===== src/rtl/dac_sample_sequencer.sv =====
// ============================================================================
//  Module      : dac_sample_sequencer
//  Description : Sample FIFO plus rate divider that paces core samples to the
//                DAC, with priming, underflow hold and enable sequencing.
//  Revision    : 1.0 - initial release
// ============================================================================
`default_nettype none

module dac_sample_sequencer #(
   parameter int DW        = 10,
   parameter int DEPTH     = 8,
   parameter int DIVW      = 16,
   parameter int PRIME_LVL = 4,
   parameter int MIDSCALE  = 512
) (
   input  logic                     CLK,
   input  logic                     reset,
   input  logic                     enable,
   input  logic [DIVW-1:0]          rate_div,
   input  logic [DW-1:0]            in_data,
   input  logic                     in_valid,
   output logic                     in_ready,
   output logic [DW-1:0]            D,
   output logic                     sample_tick,
   output logic [$clog2(DEPTH):0]   level,
   output logic                     underflow,
   input  logic                     clr_underflow,
   output logic [1:0]               state
);

   localparam int AW = $clog2(DEPTH);
   localparam int LW = AW + 1;

   typedef enum logic [1:0] {
      ST_IDLE  = 2'd0,
      ST_PRIME = 2'd1,
      ST_RUN   = 2'd2
   } state_t;

   state_t          state_q;
   logic [DIVW-1:0] cnt_q;
   logic [AW-1:0]   wr_ptr_q;
   logic [AW-1:0]   rd_ptr_q;
   logic [LW-1:0]   level_q;
   logic [LW-1:0]   level_d;
   logic [DW-1:0]   d_q;
   logic            tick_q;
   logic            uf_q;
   logic [DW-1:0]   mem_q [DEPTH];

   logic push_w;
   logic slot_w;
   logic pop_w;
   logic uf_set_w;

   assign in_ready = (level_q != LW'(DEPTH));
   assign push_w   = in_valid && in_ready;
   assign slot_w   = (state_q == ST_RUN) && (cnt_q == '0);
   // A disable on a slot edge wins: neither pop nor underflow happens there.
   assign pop_w    = slot_w && enable && (level_q != '0);
   assign uf_set_w = slot_w && enable && (level_q == '0);

   always_comb begin
      level_d = level_q;
      case ({push_w, pop_w})
         2'b10:   level_d = level_q + LW'(1);
         2'b01:   level_d = level_q - LW'(1);
         default: level_d = level_q;
      endcase
   end

   always_ff @(posedge CLK) begin
      if (push_w && !reset) begin
         mem_q[wr_ptr_q] <= in_data;
      end
   end

   always_ff @(posedge CLK) begin
      if (reset) begin
         state_q  <= ST_IDLE;
         cnt_q    <= '0;
         wr_ptr_q <= '0;
         rd_ptr_q <= '0;
         level_q  <= '0;
         d_q      <= DW'(MIDSCALE);
         tick_q   <= 1'b0;
         uf_q     <= 1'b0;
      end else begin
         tick_q  <= pop_w;
         level_q <= level_d;
         if (push_w) begin
            wr_ptr_q <= wr_ptr_q + AW'(1);
         end
         if (pop_w) begin
            rd_ptr_q <= rd_ptr_q + AW'(1);
            d_q      <= mem_q[rd_ptr_q];
         end
         if (uf_set_w) begin
            uf_q <= 1'b1;
         end else if (clr_underflow) begin
            uf_q <= 1'b0;
         end

         case (state_q)
            ST_IDLE: begin
               cnt_q <= '0;
               if (enable) state_q <= ST_PRIME;
            end
            ST_PRIME: begin
               cnt_q <= '0;
               if (!enable) begin
                  state_q <= ST_IDLE;
               end else if (level_q >= LW'(PRIME_LVL)) begin
                  state_q <= ST_RUN;
               end
            end
            ST_RUN: begin
               if (!enable) begin
                  state_q <= ST_IDLE;
                  cnt_q   <= '0;
               end else if (slot_w) begin
                  if (level_q == '0) begin
                     state_q <= ST_PRIME;
                     cnt_q   <= '0;
                  end else begin
                     cnt_q <= rate_div;
                  end
               end else begin
                  cnt_q <= cnt_q - DIVW'(1);
               end
            end
            default: begin
               state_q <= ST_IDLE;
               cnt_q   <= '0;
            end
         endcase
      end
   end

   assign D           = d_q;
   assign sample_tick = tick_q;
   assign level       = level_q;
   assign underflow   = uf_q;
   assign state       = state_q;

endmodule

`default_nettype wire


===== config.mk =====
export PLATFORM = sky130hd
export DESIGN_NAME = dac_sample_sequencer
export DESIGN_NICKNAME = d
export VERILOG_FILES = /design/src/rtl/dac_sample_sequencer.sv
export SDC_FILE = /design/constraint.sdc
export NUM_CORES = 1
export LEC_CHECK = 0
export CAP_MARGIN = 10
export CORE_AREA = 3 3 106 108
export CTS_CLUSTER_DIAMETER = 100
export DETAILED_ROUTE_END_ITERATION = 7
export DIE_AREA = 0 0 109 111
export GPL_ROUTABILITY_DRIVEN = 1
export GPL_TIMING_DRIVEN = 1
export PLACE_DENSITY = 0.67
export SLEW_MARGIN = 25
export SYNTH_ARGS = -nofsm -noshare
export SYNTH_HDL_FRONTEND = slang
export SYNTH_SLANG_ARGS = --single-unit

===== constraint.sdc =====
create_clock -name CLK -period 3.5 [get_ports CLK]
set_input_delay 0.525 -clock CLK [delete_from_list [all_inputs] [get_ports CLK]]
set_output_delay 0.525 -clock CLK [all_outputs]
set_load 0.005 [all_outputs]

**Yosys cells after proc, flatten, opt, wreduce, memory -nomap -nowiden**

Memories as Yosys holds them, arrays and structs flattened. A register that Yosys moved wholly into a read port is not among the register bits.
Index checks and enable logic that the tools add are counted.

- Add/subtract/negate cells: 5
- $mul: 0
- Div/mod/pow operators: 0
- Magnitude comparators: 1
- Equality and inequality tests: 9
- Shift operators: 0
- Muxes and demuxes: 14
- Bitwise logic cells: 2
- Reductions and logical operators: 15

Operator list:

| kind | number |
|---|---|
| $mux W16 | 2 |
| $logic_not A16 Y1 | 1 |
| $sub A16 B1 Y16 const B | 1 |
| $mux W2 | 6 |
| $pmux W4 S2 | 1 |
| $add A3 B1 Y3 const B | 2 |
| $logic_and A1 B1 Y1 | 6 |
| $ne A3 B3 Y1 const B | 2 |
| $pmux W2 S3 | 1 |
| $add A4 B1 Y4 const B | 1 |
| $eq A2 B1 Y1 const B | 2 |
| $eq A2 B2 Y1 const B | 2 |
| $ge A4 B3 Y1 const B | 1 |
| $logic_not A4 Y1 | 1 |
| $mux W1 | 4 |
| $ne A4 B4 Y1 const B | 1 |
| $reduce_and A4 Y1 | 1 |
| $reduce_bool A2 Y1 | 2 |
| $reduce_bool A4 Y1 | 1 |
| $sub A4 B1 Y4 const B | 1 |
| $ne A3 B2 Y1 const B | 1 |
| $reduce_or A3 Y1 | 1 |
| $logic_not A2 Y1 | 1 |
| $ne A2 B2 Y1 const B | 1 |
| other kinds (2) | 3 |

- Register bits after elaboration: 30
- Bits in latches: 0
- Memory bits (writable): 80
- ROM bits: 0
- Input bits: 31
- Output and inout bits: 19
- Memories kept: 1

Memories:

| memory | depth | width | read ports | clocked after Yosys merged registers in | write ports | line | source |
|---|---|---|---|---|---|---|---|
| mem_q | 8 | 10 | 1 | 1 | 1 | 49 | `logic [DW-1:0] mem_q [DEPTH];` |

**Longest topological paths before layout**

- Depth after elaboration: 6
- Depth in mapped cells: 14

**Worst setup path before layout**

Ideal clock, no wire load.

- Path kind: flip-flop to flip-flop
- Start: register cnt_q[0]
- End: register level_q[2] (netlist: level[2])
- Library setup time: 71 ps
- Arrival time: 2570 ps
- Data required time: 3429 ps
- Path slack: 860 ps
- Stages on the path, launching flop included: 15
- Cells stage by stage: dfxtp_1 -> inv_1 -> ha_1 -> nor3b_1 -> and4_4 -> nand2_2 -> inv_2 -> buf_6 -> ha_1 -> xor2_1 -> ha_1 -> a21oi_1 -> xor2_1 -> or3_1 -> a21oi_1

- Longest elaborated chain between the ends: 6
- Elaborated cells between the ends (all ways): 8

RTL lines:

| item | line | source |
|---|---|---|
| start: declaration | 41 | `logic [DIVW-1:0] cnt_q;` |
| start signal: assignment | 126 | `cnt_q <= rate_div;` |
| start signal: assignment | 129 | `cnt_q <= cnt_q - DIVW'(1);` |
| $logic_not A16 Y1 * | 58 | `assign slot_w = (state_q == ST_RUN) && (cnt_q == '0);` |
| $logic_and A1 B1 Y1 * | 58 |  |
| $logic_and A1 B1 Y1 * (2 in a row) | 60 | `assign pop_w = slot_w && enable && (level_q != '0);` |
| via pop_w | 53 | `logic pop_w;` |
| $eq A2 B1 Y1 or $eq A2 B2 Y1 (tied branches) | 65 | `case ({push_w, pop_w})` |
| $pmux W4 S2 or $reduce_bool A2 Y1 (tied branches) | - |  |
| end signal: assignment | 90 | `level_q <= level_d;` |
| end: declaration | 44 | `logic [LW-1:0] level_q;` |

The timed path passes the listed nets; every way through them passes the cells marked *.
A chain may end at the register's enable or synchronous reset.

**Worst setup path in the final report**

- Start: register cnt_q[0]
- End: register level_q[2] (netlist: level[2])

- Longest elaborated chain between the ends: 6
- Elaborated cells between the ends (all ways): 8

RTL lines:

| item | line |
|---|---|
| $logic_not A16 Y1 * | 58 |
| $logic_and A1 B1 Y1 * | 58 |
| $logic_and A1 B1 Y1 * (2 in a row) | 60 |
| $eq A2 B1 Y1 or $eq A2 B2 Y1 (tied branches) | 65 |
| $pmux W4 S2 or $reduce_bool A2 Y1 (tied branches) | - |

Mark *: on every way between the ends. The rest lies on a longest branch, timed or not.

==> run summary <==
ROUTE
------------------------------------------------------------------------------------------
Post-route DRC violation count                                                           0
Mean number of vias per cell                                                          5.69
Via count                                                                             3286
Antenna violation net count after detailed routing                                       0
Count of routing violations after the opening detailed-route iteration                 212
TritonRoute pass-1 iters                                                                 4
Final Routed Wirelength                                                            10.8 mm
Mean routed wirelength per cell                                                    18.7 um

CLOCK TREE
------------------------------------------------------------------------------------------
TritonCTS clock tree                                                                 built
CTS buffer count                                                                        17
Number of buffers between clock root and the deepest sink                                2
Post-CTS Resized                                                                         0
Worst-Skew Late Latency                                                            0.51 ns
Number of clock sinks seen by CTS                                                      120
Clk Tree Root Cell                                                                clkbuf_8
Clock edge transition at the registers on the reported setup and hold paths        0.06 ns
CTS Hold Buffers Added                                                                   0
Level count of the clock H-tree                                                          4
Buffers inserted during post-CTS setup optimization                                      0

MIN PATH
------------------------------------------------------------------------------------------
Worst hold path type                                                          flip-flop to flip-flop

POWER
------------------------------------------------------------------------------------------
Switching power summed over all nets                                              0.720 mW
Total power density per cell area                                               522 nW/um2
Total Power Consumption                                                            3.34 mW
Fraction of power consumed by sequential logic                                       46.2%
Gate power share                                                                      3.7%
Clk network pwr share                                                                50.1%
Maximum ir drop on the vdd rail                                                     266 uV
Leakage power total                                                                2.25 nW
Switching share of power                                                             21.6%
Cell internal pwr                                                                  2.62 mW

GLOBAL ROUTING
------------------------------------------------------------------------------------------
Remaining Overflow, GRT                                                                  0
Overall fraction of global-route tracks in use                                       19.1%
Met2 usage                                                                           29.3%
Wire length of the first global-routing pass                                       17.5 mm
Most congested layer reported by global routing                                       met2
Global routing usage on met1                                                         26.7%
Maximum number of pins on one net before global-route repair                            24
Number of global-route vias before repair                                             3245
Met3 global-route usage                                                              5.30%
Number of antenna violations at the first check in global routing                        0

PLACEMENT
------------------------------------------------------------------------------------------
Detailed placement HPWL                                                            6.87 mm
Routability congestion estimate from global placement                                0.880
Total cell area at the placement stage                                            5820 um2
IO buf count                                                                            49
Post-Place Cells                                                                       546

WORST SETUP PATH
------------------------------------------------------------------------------------------
Worst path most repeated cell                                                         ha_1
Data arrival time at the worst-slack endpoint                                      3.34 ns
Biggest fanout along the worst timing path                                              22
Cells along the critical path                                                 inv_1 > ha_1 > nor3b_1 > and4_4 > nand2_2 > inv_2 > ha_1 > xor2_1 > ha_1 > a21oi_1 > xor2_1 > or3_1 > a21oi_1
Critical path endpoint category                                                  flip-flop
Slowest-stage cell, CP                                                              and4_4
Start-to-end type of the worst setup path                                     flip-flop to flip-flop
Largest incremental delay on the critical path                                     0.48 ns
Type of element launching the critical path                                      flip-flop
Required time of the critical path                                                 3.93 ns

FINAL LAYOUT
------------------------------------------------------------------------------------------
Ratio of cells with drive above 1 in the final layout                                19.5%
Area occupied by registers                                                        3200 um2
Number of nets in the layout                                                           467
Area of the multi-input gates                                                     1830 um2
Fin cells                                                                              578
Post-route cell area                                                              6400 um2
Fillcell total                                                                         767
Area overhead of the layout relative to synthesis                                    24.1%
Number of diodes added for antenna fixing                                                0

TIMING
------------------------------------------------------------------------------------------
Ratio of final minimum period to clock period                                        83.1%
Final min period                                                                   2.91 ns
Count of final setup violators                                                           0
Slew margin rel.                                                                     59.9%
Maximum clock frequency                                                            344 MHz
Unrepaired setup endpoints after global routing                                         no
Final Hold Violating Endpoints                                                           0
Slew of the pin with the lowest slew margin                                       0.597 ns
Final Skew                                                                      0.00859 ns
Pins over their slew limit                                                               0
Final-layout setup total negative slack                                               0 ns

YOSYS
------------------------------------------------------------------------------------------
Post-synthesis instance area                                                      5160 um2
Most frequent cell after synthesis                                                edfxtp_1
Share of synthesized area occupied by flip-flops and latches                         62.1%
Post-synthesis sequential element count                                                120
Total nets after synthesis                                                             407
Top cells by instance count after synthesis                                   edfxtp_1, dfxtp_1, a21oi_1, nand2_1, mux4_2
Cells after synthesis                                                                  369
Fraction of post-synthesis cell area in the top cell type by area                    46.6%
Library cells used by synthesis                                                         53
Dominant cell type by area after synthesis                                        edfxtp_1
Warnings, synthesis                                                                      0
Proportion of register bits with asynchronous set or reset after synthesis              0%
Dominant cells by area after synthesis                                        edfxtp_1, dfxtp_1, mux4_2, xor2_1, a21oi_1
Number of flops mapped to enable cells by yosys                                         80
Post-Synthesis Mean Instance Area                                                 14.0 um2
Synth Flop Type                                                                   edfxtp_1

FLOORPLAN
------------------------------------------------------------------------------------------
Die extent in y                                                                     111 um
Core Region                                                                      10300 um2
Starting Density                                                                     50.0%
Die width                                                                           109 um
I/O pin total                                                                           50
Die Outline Area                                                                 12100 um2
Std cell rows                                                                           37

FLOW RUN
------------------------------------------------------------------------------------------
Count of max-cap constraint violations                                                   0

RUN STATUS
------------------------------------------------------------------------------------------
Outcome                                                                       finished clean

-- flip-flops by register name, indices dropped and copies added, names as in the netlist --
signal       cells
mem_q           80
rd_ptr_q         3
state            2
level            4
D               10
sample_tick      1
underflow        1
cnt_q           16
wr_ptr_q         3
-- through the flow --
step	utilization, %	hold slack (ns)	worst slack (ns)
after CTS	62.0	0.505	0.573
after global routing	62.0	0.520	0.260
after global placement	56.4	0.489	0.652
after floorplan	-	0.461	0.860
after detailed placement	56.4	0.491	0.593
final	62.0	0.487	0.591
-- kinds of logic after synthesis --
family	after synthesis	share of synthesized area, %
muxes	22	9.12
and+or+nand+nor	108	12.5
buffers and inverters	27	2.67
adders and majority gates	7	1.70
AOI/OAI and AO/OA	69	9.17
xor gates and xnor gates	16	2.72
DFF	120	62.1
-- final timing paths --
check / cells past startpoint / endpoint / from / slack (ns)
min: 1 / D[9]$_SDFFE_PP1P_ / D[9]$_SDFFE_PP1P_ / 0.49
min reg2reg: 1 / D[9]$_SDFFE_PP1P_ / D[9]$_SDFFE_PP1P_ / 0.49
max: 13 / level[2]$_SDFFE_PP0P_ / cnt_q[0]$_SDFF_PP0_ / 0.59
max reg2reg: 13 / level[2]$_SDFFE_PP0P_ / cnt_q[0]$_SDFF_PP0_ / 0.59
-- worst max-delay path: cells and delay by family, from the launching register on --
| kind | cells | cell delay (ns) |
|---|---|---|
| DFF | 1 | 0.33 |
| buffers and inverters | 2 | 0.18 |
| xor gates and xnor gates | 2 | 0.33 |
| AOI/OAI and AO/OA | 2 | 0.19 |
| adders and majority gates | 3 | 0.55 |
| and+or+nand+nor | 4 | 1.26 |
-- cell usage in the layout (no fill, tap or decap), types with 3 or more instances in the layout --
| cell | n |
|---|---|
| a211oi_1 | 8 |
| a21oi_1 | 25 |
| a311oi_1 | 4 |
| a311oi_2 | 6 |
| buf_4 | 15 |
| clkbuf_16 | 16 |
| clkdlybuf4s50_1 | 49 |
| clkinv_4 | 3 |
| dfxtp_1 | 40 |
| edfxtp_1 | 80 |
| ha_1 | 7 |
| inv_1 | 3 |
| inv_6 | 6 |
| mux4_2 | 20 |
| nand2_1 | 23 |
| nand2b_1 | 5 |
| nand3_1 | 14 |
| nand4_1 | 11 |
| nor2_1 | 16 |
| nor3_1 | 9 |
| o21ai_0 | 10 |
| o22ai_1 | 7 |
| or3_1 | 4 |
| xor2_1 | 15 |
-- power groups by stage --
stage          registers (mW)  logic [mW]  clock network [mW]
6_report                 1.54       0.123                1.67
5_1_grt                  1.54       0.135                1.79
4_1_cts                  1.54       0.125                1.71
3_5_place_dp             1.57       0.124                   0
3_3_place_gp             1.57       0.121                   0
2_1_floorplan            1.57      0.0575                   0
-- layer usage --
layer  up-vias  part of all wire (%)  routed length [um]
li1       1562                     -                   -
met1      1626                    45                4880
met2        89                    48                5190
met3         9                   5.7                 620
met4         0                  0.98                 106
met5         -                     0                   0
-- area by class of cell --
class / count / share of cell area [%]
timing repair buffer: 64 / 9.42
multi-input combinational: 222 / 28.6
clock buffer: 17 / 6.47
inverter: 4 / 0.235
tap: 136 / 2.66
clock inverter: 15 / 2.58
sequential: 120 / 50.0
(Power assumes the default switching activity.)
